File: src/rtl/audiodac_pkg.sv
// Shared audio DAC definitions: default sample width, channel count and the
// offset-binary midscale (silence) frame builder.
// Latency: n/a (package). Backpressure: n/a.
package audiodac_pkg;

  localparam int AUDIODAC_WIDTH     = 16;
  localparam int AUDIODAC_CHANNELS  = 2;
  // Widest frame the midscale helper can build; users cast down to their width.
  localparam int AUDIODAC_MAX_FRAME = 256;

  typedef logic [AUDIODAC_MAX_FRAME-1:0] audiodac_frame_t;

  // Offset-binary silence: only the MSB of every channel is set.
  function automatic audiodac_frame_t midscale(input int width, input int channels);
    audiodac_frame_t f;
    f = '0;
    for (int c = 0; c < channels; c++) begin
      f = f | (audiodac_frame_t'(1) << (c * width + width - 1));
    end
    return f;
  endfunction

endpackage

File: src/rtl/audiodac_fifo_mc_if.sv
// Bus bundle for the audio DAC sample FIFO: 4-phase write handshake, pop
// strobe, status flags, underrun control and loop test mode.
// Ports: slave = FIFO side, master = source/sink side.
interface audiodac_fifo_mc_if
  import audiodac_pkg::*;
#(
  parameter int WIDTH      = AUDIODAC_WIDTH,
  parameter int CHANNELS   = AUDIODAC_CHANNELS,
  parameter int DEPTH_LOG2 = 5
);

  logic [CHANNELS*WIDTH-1:0] fifo_indata_i;
  logic                      fifo_indata_rdy_i;
  logic                      fifo_indata_ack_o;
  logic [CHANNELS*WIDTH-1:0] fifo_outdata_o;
  logic                      fifo_outdata_rd_i;
  logic                      fifo_full_o;
  logic                      fifo_empty_o;
  logic                      fifo_afull_o;
  logic                      fifo_aempty_o;
  logic [DEPTH_LOG2:0]       fifo_level_o;
  logic                      fifo_underrun_o;
  logic                      underrun_clr_i;
  logic                      tst_fifo_loop_i;

  modport slave (
    input  fifo_indata_i, fifo_indata_rdy_i, fifo_outdata_rd_i,
           underrun_clr_i, tst_fifo_loop_i,
    output fifo_indata_ack_o, fifo_outdata_o, fifo_full_o, fifo_empty_o,
           fifo_afull_o, fifo_aempty_o, fifo_level_o, fifo_underrun_o
  );

  modport master (
    output fifo_indata_i, fifo_indata_rdy_i, fifo_outdata_rd_i,
           underrun_clr_i, tst_fifo_loop_i,
    input  fifo_indata_ack_o, fifo_outdata_o, fifo_full_o, fifo_empty_o,
           fifo_afull_o, fifo_aempty_o, fifo_level_o, fifo_underrun_o
  );

endinterface

File: src/rtl/audiodac_sync2.sv
// Two-flop synchronizer for a single-bit level signal into clk_i.
// Latency: 2 clk_i edges. Backpressure: none.
// Ports: clk_i, rst_i (sync, active-high), d_i async input, q_o synchronized.
module audiodac_sync2 (
  input  logic clk_i,
  input  logic rst_i,
  input  logic d_i,
  output logic q_o
);

  logic meta_q;
  logic sync_q;

  always_ff @(posedge clk_i) begin
    if (rst_i) begin
      meta_q <= 1'b0;
      sync_q <= 1'b0;
    end else begin
      meta_q <= d_i;
      sync_q <= meta_q;
    end
  end

  assign q_o = sync_q;

endmodule

File: src/rtl/audiodac_fifo_mc.sv
// Audio sample-frame FIFO with 4-phase write handshake, pop strobe, status
// flags, sticky underrun and a loop test mode that replays the whole store.
// Latency: rdy->ack 3 edges (FIFO_ASYNC=1) or 1 edge (FIFO_ASYNC=0); pop is
//   visible on fifo_outdata_o the cycle after the popping edge.
// Backpressure: when full the write stalls with ack low until a pop frees an
//   entry; pops on empty are dropped and flagged as underrun.
// Ports: clk_i, rst_i (sync, active-high), bus (audiodac_fifo_mc_if.slave).
module audiodac_fifo_mc
  import audiodac_pkg::*;
#(
  parameter int WIDTH      = AUDIODAC_WIDTH,
  parameter int CHANNELS   = AUDIODAC_CHANNELS,
  parameter int DEPTH_LOG2 = 5,
  parameter int FIFO_ASYNC = 1,
  parameter int AFULL_THR  = 24,
  parameter int AEMPTY_THR = 8
) (
  input  logic               clk_i,
  input  logic               rst_i,
  audiodac_fifo_mc_if.slave  bus
);

  localparam int FW    = CHANNELS * WIDTH;
  localparam int DEPTH = 1 << DEPTH_LOG2;
  localparam int PW    = DEPTH_LOG2 + 1;

  localparam logic [PW-1:0] LVL_FULL   = PW'(DEPTH);
  localparam logic [PW-1:0] LVL_AFULL  = PW'(AFULL_THR);
  localparam logic [PW-1:0] LVL_AEMPTY = PW'(AEMPTY_THR);
  localparam logic [FW-1:0] MIDSCALE   = FW'(midscale(WIDTH, CHANNELS));

  if (!(AEMPTY_THR < AFULL_THR && AFULL_THR <= DEPTH)) begin : g_bad_thr
    $error("audiodac_fifo_mc: thresholds must satisfy AEMPTY_THR < AFULL_THR <= 2**DEPTH_LOG2");
  end
  if (FW > AUDIODAC_MAX_FRAME) begin : g_bad_frame
    $error("audiodac_fifo_mc: CHANNELS*WIDTH exceeds AUDIODAC_MAX_FRAME");
  end

  logic [FW-1:0]         store [DEPTH];
  logic [FW-1:0]         hold_q;
  logic [PW-1:0]         wr_ptr;
  logic [PW-1:0]         rd_ptr;
  logic [PW-1:0]         level;
  logic [DEPTH_LOG2-1:0] wr_addr;
  logic [DEPTH_LOG2-1:0] rd_addr;
  logic                  ack_q;
  logic                  underrun_q;
  logic                  loop_q;
  logic                  rdy_s;
  logic                  empty;
  logic                  full;
  logic                  loop_mode;
  logic                  loop_exit;
  logic                  wr_en;
  logic                  pop_en;
  logic                  loop_pop;
  logic                  underrun_set;

  // Only the request is synchronized; data is guaranteed stable while rdy is
  // high, so it is sampled straight from the pins at the write edge.
  if (FIFO_ASYNC != 0) begin : g_rdy_sync
    audiodac_sync2 u_rdy_sync (
      .clk_i (clk_i),
      .rst_i (rst_i),
      .d_i   (bus.fifo_indata_rdy_i),
      .q_o   (rdy_s)
    );
  end else begin : g_rdy_direct
    assign rdy_s = bus.fifo_indata_rdy_i;
  end

  assign wr_addr   = wr_ptr[DEPTH_LOG2-1:0];
  assign rd_addr   = rd_ptr[DEPTH_LOG2-1:0];
  assign level     = wr_ptr - rd_ptr;
  assign empty     = (level == '0);
  assign full      = (level == LVL_FULL);
  assign loop_mode = bus.tst_fifo_loop_i;
  assign loop_exit = loop_q && !loop_mode;

  // The flush cycle on loop exit takes neither writes nor pops so that the
  // FIFO is guaranteed empty on the following cycle.
  assign wr_en        = !rst_i && rdy_s && !ack_q && !full && !loop_mode && !loop_exit;
  assign pop_en       = bus.fifo_outdata_rd_i && !loop_mode && !loop_exit && !empty;
  assign loop_pop     = bus.fifo_outdata_rd_i && loop_mode;
  assign underrun_set = bus.fifo_outdata_rd_i && !loop_mode && empty;

  always_ff @(posedge clk_i) begin
    if (rst_i) begin
      wr_ptr     <= '0;
      rd_ptr     <= '0;
      ack_q      <= 1'b0;
      underrun_q <= 1'b0;
      loop_q     <= 1'b0;
      hold_q     <= MIDSCALE;
    end else begin
      loop_q <= loop_mode;

      if (wr_en) begin
        wr_ptr <= wr_ptr + PW'(1);
      end

      if (loop_exit) begin
        rd_ptr <= wr_ptr;
      end else if (loop_pop) begin
        // Loop replay walks the raw store; the wrap bit is left alone so the
        // flush on exit is the only thing that restores a sane level.
        rd_ptr <= {rd_ptr[PW-1], rd_addr + DEPTH_LOG2'(1)};
      end else if (pop_en) begin
        rd_ptr <= rd_ptr + PW'(1);
      end

      if (pop_en) begin
        hold_q <= store[rd_addr];
      end

      // ack stays high for as long as the request does: one write per request.
      if (wr_en) begin
        ack_q <= 1'b1;
      end else if (!rdy_s) begin
        ack_q <= 1'b0;
      end

      if (underrun_set) begin
        underrun_q <= 1'b1;
      end else if (bus.underrun_clr_i) begin
        underrun_q <= 1'b0;
      end
    end
  end

  always_ff @(posedge clk_i) begin
    if (wr_en) begin
      store[wr_addr] <= bus.fifo_indata_i;
    end
  end

  // When empty the last popped frame is repeated so the DAC holds its level.
  assign bus.fifo_outdata_o    = (loop_mode || !empty) ? store[rd_addr] : hold_q;
  assign bus.fifo_indata_ack_o = ack_q;
  assign bus.fifo_full_o       = full;
  assign bus.fifo_empty_o      = empty;
  assign bus.fifo_afull_o      = (level >= LVL_AFULL);
  assign bus.fifo_aempty_o     = (level <= LVL_AEMPTY);
  assign bus.fifo_level_o      = level;
  assign bus.fifo_underrun_o   = underrun_q;

endmodule

File: src/flat_wrapper.sv
// flat-port wrapper written by rule: the top's interface ports become plain ports
module audiodac_fifo_mc_flat import audiodac_pkg::*;
#(
  parameter int WIDTH      = AUDIODAC_WIDTH,
  parameter int CHANNELS   = AUDIODAC_CHANNELS,
  parameter int DEPTH_LOG2 = 5,
  parameter int FIFO_ASYNC = 1,
  parameter int AFULL_THR  = 24,
  parameter int AEMPTY_THR = 8
)
  (clk_i, rst_i, bus_fifo_indata_i, bus_fifo_indata_rdy_i, bus_fifo_outdata_rd_i, bus_underrun_clr_i, bus_tst_fifo_loop_i, bus_fifo_indata_ack_o, bus_fifo_outdata_o, bus_fifo_full_o, bus_fifo_empty_o, bus_fifo_afull_o, bus_fifo_aempty_o, bus_fifo_level_o, bus_fifo_underrun_o);
  audiodac_fifo_mc_if #(.WIDTH(WIDTH), .CHANNELS(CHANNELS), .DEPTH_LOG2(DEPTH_LOG2)) bus_i ();
  input  logic clk_i;
  input  logic rst_i;
  input wire logic [$bits(bus_i.fifo_indata_i)-1:0] bus_fifo_indata_i;
  input wire logic [$bits(bus_i.fifo_indata_rdy_i)-1:0] bus_fifo_indata_rdy_i;
  input wire logic [$bits(bus_i.fifo_outdata_rd_i)-1:0] bus_fifo_outdata_rd_i;
  input wire logic [$bits(bus_i.underrun_clr_i)-1:0] bus_underrun_clr_i;
  input wire logic [$bits(bus_i.tst_fifo_loop_i)-1:0] bus_tst_fifo_loop_i;
  output wire logic [$bits(bus_i.fifo_indata_ack_o)-1:0] bus_fifo_indata_ack_o;
  output wire logic [$bits(bus_i.fifo_outdata_o)-1:0] bus_fifo_outdata_o;
  output wire logic [$bits(bus_i.fifo_full_o)-1:0] bus_fifo_full_o;
  output wire logic [$bits(bus_i.fifo_empty_o)-1:0] bus_fifo_empty_o;
  output wire logic [$bits(bus_i.fifo_afull_o)-1:0] bus_fifo_afull_o;
  output wire logic [$bits(bus_i.fifo_aempty_o)-1:0] bus_fifo_aempty_o;
  output wire logic [$bits(bus_i.fifo_level_o)-1:0] bus_fifo_level_o;
  output wire logic [$bits(bus_i.fifo_underrun_o)-1:0] bus_fifo_underrun_o;
  assign bus_i.fifo_indata_i = bus_fifo_indata_i;
  assign bus_i.fifo_indata_rdy_i = bus_fifo_indata_rdy_i;
  assign bus_i.fifo_outdata_rd_i = bus_fifo_outdata_rd_i;
  assign bus_i.underrun_clr_i = bus_underrun_clr_i;
  assign bus_i.tst_fifo_loop_i = bus_tst_fifo_loop_i;
  assign bus_fifo_indata_ack_o = bus_i.fifo_indata_ack_o;
  assign bus_fifo_outdata_o = bus_i.fifo_outdata_o;
  assign bus_fifo_full_o = bus_i.fifo_full_o;
  assign bus_fifo_empty_o = bus_i.fifo_empty_o;
  assign bus_fifo_afull_o = bus_i.fifo_afull_o;
  assign bus_fifo_aempty_o = bus_i.fifo_aempty_o;
  assign bus_fifo_level_o = bus_i.fifo_level_o;
  assign bus_fifo_underrun_o = bus_i.fifo_underrun_o;
  audiodac_fifo_mc #(.WIDTH(WIDTH), .CHANNELS(CHANNELS), .DEPTH_LOG2(DEPTH_LOG2), .FIFO_ASYNC(FIFO_ASYNC), .AFULL_THR(AFULL_THR), .AEMPTY_THR(AEMPTY_THR)) u_core (.clk_i(clk_i), .rst_i(rst_i), .bus(bus_i));
endmodule
File: config.mk
export PLATFORM = sky130hd
export DESIGN_NAME = audiodac_fifo_mc_flat
export DESIGN_NICKNAME = d
export VERILOG_FILES = /design/src/rtl/audiodac_pkg.sv /design/src/rtl/audiodac_fifo_mc_if.sv /design/src/rtl/audiodac_sync2.sv /design/src/rtl/audiodac_fifo_mc.sv /design/src/flat_wrapper.sv
export SDC_FILE = /design/constraint.sdc
export NUM_CORES = 1
export LEC_CHECK = 0
export BUFFER_PORTS_ARGS = -buffer_cell sky130_fd_sc_hd__buf_2
export CAP_MARGIN = 15
export CORE_UTILIZATION = 30
export CTS_BUF_LIST = sky130_fd_sc_hd__clkbuf_16
export DETAILED_ROUTE_END_ITERATION = 8
export PLACE_DENSITY = 0.46
export SYNTH_ARGS = -nofsm -noshare
export SYNTH_HDL_FRONTEND = slang
export SYNTH_SLANG_ARGS = --single-unit
File: constraint.sdc
create_clock -name clk_i -period 5 [get_ports clk_i]
set_input_delay 1 -clock clk_i [delete_from_list [all_inputs] [get_ports clk_i]]
set_output_delay 1 -clock clk_i [all_outputs]
set_load 0.1 [all_outputs]
==> key figures <==
Worst hold path
  – Hold endpoint: u_core.g_rdy_sync.u_rdy_sync.q_o$_SDFF_PP0_
  – Hold path cells: 1
  – HP Start: u_core.g_rdy_sync.u_rdy_sync.meta_q$_SDFF_PP0_
  – Hold Crit Class: flip-flop to flip-flop

Layout
  – Final Non-Filler Cells: 4,364
  – Layout Nets: around 2,400
  – Layout area overhead: 19.3%
  – Fin util: 36.2%
  – Share of layout cells above drive strength 1: between 20% and 30%

Pwr
  – P_leak: about 16 nW
  – Power Dens Cells: between 400 and 500 nW/µm²
  – Maximum vdd drop: between 200 and 300 µV

Yosys
  – Cells after synthesis: ~2,200
  – Avg Inst Size Synth: roughly 19 µm²
  – Flops & latches, synth: 1,078
  – Synth Cell Area: about 42,000 µm²
  – Top_reg_cell synth: edfxtp_1
  – Async set-or-reset flop fraction in the synthesized netlist: 0%
  – Yosys warnings: 0
  – Sequential area share after synthesis: between 70% and 80%
  – Synth unique cells: 54
  – Syn nets: approximately 2,300
  – EDFF count, synth: slightly above 1,000

Setup path
  – Critical path arrival: just under 4 ns
  – Crit-path max FO: 7
  – CP Class: flip-flop to output pin
  – Crit Reg-Reg Startpoint: u_core.wr_ptr[0]$_SDFFE_PP0P_
  – Path depth of the worst reg2reg path: 12
  – Crit start category: flip-flop
  – Reg-to-reg slack, setup: 1.04 ns
  – Worst Setup End Kind: output pin
  – Crit Reg-Reg Endpoint: u_core.store[31][25]$_DFFE_PP_
  – Required @ worst endpoint: around 4.0 ns
  – Critical Path Start: u_core.wr_ptr[0]$_SDFFE_PP0P_

Clocking
  – Longest Clk Path Bufs: 3
  – Clk pin slew, worst setup/hold paths: around 0.06 ns
  – Hold_buf cts: 0
  – Clk_lat worst skew: between 0.7 and 0.8 ns
  – CTS root buffer: clkbuf_16
  – CTS tree: built
  – CTS H-tree depth: 3
  – Clk sink count: roughly 1,100
  – CTS buffer count: 116

Timing
  – Worst slew margin: about two fifths
  – Max Clk Rate: around 200 MHz
  – Tmin final: ~5 ns
  – Slew @ Worst Pin: a little over 0.9 ns
  – Final Slew Violations: 0
  – Final Setup Violations: 0
  – Final worst path period share: a little over nine tenths
  – Setup TNS: 0 ns
  – Final hold viol count: 0
  – Post-route clock skew: approximately 0.036 ns

Drt
  – WL final: between 100,000 and 150,000 µm
  – Post-route ant nets: 0
  – Drt first pass iters: 5
  – Drt drc: 0
  – Vias post-DR: roughly 22,000
  – Drt wl/cell: about 27 µm
  – Vias per cell: between 4 and 5
  – Initial DRC Count: around 1,900

Floorplanning
  – IO Pins: 82
  – Die W: approximately 380 µm
  – Starting Density: a little under a third
  – Die Span Y: between 300 and 400 µm
  – Core footprint: 138,000 µm²
  – Row Count: ~140
  – Area of the die: between 100,000 and 150,000 µm²

Global route
  – Vias in the first global route: approximately 23,000
  – Global Route Usage Sum: approximately 16%
  – First-pass GRT wire length: roughly 160,000 µm
  – Initial antenna violation count: 6
  – Grt ovf: 0
  – Largest net degree at the start of global routing: 39

Placement
  – Port-buffer cells: just over 80
  – Routability cong.: 0.753
  – Post-detail-place hpwl: ~64,000 µm
  – Post-Place Cells: 4,132

Run
  – MaxCap Viol Count: 0

Outcome
  – Outcome: finished, final reports clean
cells by family after synthesis:
family / share of synthesized area, %
DFF: 76.0
muxes: 13.9
and+or+nand+nor: 3.64
AOI/OAI and AO/OA: 4.53
buffers and inverters: 1.45
adders and majority gates: 0.347
xor gates and xnor gates: 0.0837
synth_stat cells (3+ instances only):
library cell  count  share of area (%)
buf_6             5               0.13
nor2_1           52               0.47
o21ai_0           8              0.096
mux2i_1         261                6.2
clkbuf_1         88               0.79
inv_1            17               0.15
dfxtp_1          54                2.6
a22oi_1         133                2.4
a22o_1           30               0.63
nor3_1            5              0.060
buf_2            18               0.22
ha_1             10               0.30
or3_1             3              0.045
o21a_1            5              0.090
buf_1            10              0.090
buf_4             3              0.054
nand3_1          76               0.91
a31oi_1           3              0.045
edfxtp_1       1024                 73
nand2_1          12               0.11
mux4_2          128                6.9
nand4_1          35               0.52
o31ai_1           3              0.054
a21oi_1          75               0.90
nand3b_1          6               0.11
mux2_2           30               0.81
or4_1             3              0.054
nor2b_1          74                1.1
worst max-delay path, stage by stage, from the launching register on:
cell and delay [ns]:
dfxtp_4 0.37, inv_2 0.06, ha_4 0.17, fa_2 0.39, nand2b_4 0.16, a21oi_4 0.17
xnor2_2 0.14, inv_1 0.09, or4_4 0.58, nor2_4 0.12, buf_12 0.21, clkbuf_16 0.22
mux2_4 0.32, buf_12 0.17
where the power goes:
part / switching [mW] / internal, mW / leakage, nW
Combinational: 1.20 / 0.722 / 4.05
Clock: 3.59 / 4.85 / 1.93
Sequential: 0.0445 / 9.90 / 9.65
cells in the final DEF (no fill, tap or decap), drive strengths merged, types with 35 or more instances in the layout:
cell type / instances
clkinv: 59
buf: 194
a21oi: 75
nand3: 76
a22oi: 133
edfxtp: 1024
mux4: 128
inv: 47
clkbuf: 120
mux2i: 261
nand4: 35
dfxtp: 54
nor2b: 74
nor2: 53
how the worst max path moves through the flow:
| stage | slack [ns] | cells after the start | to |
|---|---|---|---|
| final | 0.09 | 13 | bus_fifo_outdata_o[30] |
| after CTS | -0.01 | 13 | bus_fifo_outdata_o[24] |
| after global routing | -0.03 | 13 | bus_fifo_outdata_o[8] |
| after detailed placement | 0.41 | 12 | bus_fifo_outdata_o[24] |
| after floorplan | -0.20 | 12 | bus_fifo_outdata_o[15] |
| after global placement | 0.48 | 12 | bus_fifo_outdata_o[30] |
per-layer routing:
metal	global-route usage (%)	wire, µm
met5	0	39
met4	3.93	2060
met3	2.37	5400
met2	26.8	56000
met1	22.5	52400
layout make-up:
class                   instances  area, µm²
fillers                     12800      88000
flip-flops and latches       1078      31900
multi-input cells             986       9880
clock buffers                 118       2950
well taps                    1863       2330
repair buffers                196       2040
clock inverters               103        826
inverters                      19       71.3
diodes                          1       2.50
what timing repair did:
item	CTS	global route
endpoints found under the setup margin	33	32
gates resized for setup	46	51
gates cloned	2	2
pin swaps	2	5
buffers inserted	4	2
stage by stage:
step	hold slack, ns	cell area, µm²	worst slack, ns	power (mW)
6_report	0.434	50000	0.0866	20.3
5_1_grt	0.461	50000	-0.0338	21.0
4_1_cts	0.418	49700	-0.0115	20.5
3_5_place_dp	0.423	45700	0.410	12.0
3_3_place_gp	0.427	45700	0.484	11.9
2_1_floorplan	0.414	41900	-0.202	11.4
state kept, by name, summed over array words and instances, names as in the netlist, named ones only:
name and cells:
u_core.store 1024, u_core.hold_q 32, u_core.rd_ptr 6, u_core.wr_ptr 6
u_core.bus.fifo_indata_ack_o 1, u_core.bus.fifo_underrun_o 1, u_core.g_rdy_sync.u_rdy_sync.meta_q 1, u_core.g_rdy_sync.u_rdy_sync.q_o 1
u_core.loop_q 1
Note: power is estimated with default switching activity, not from simulation.
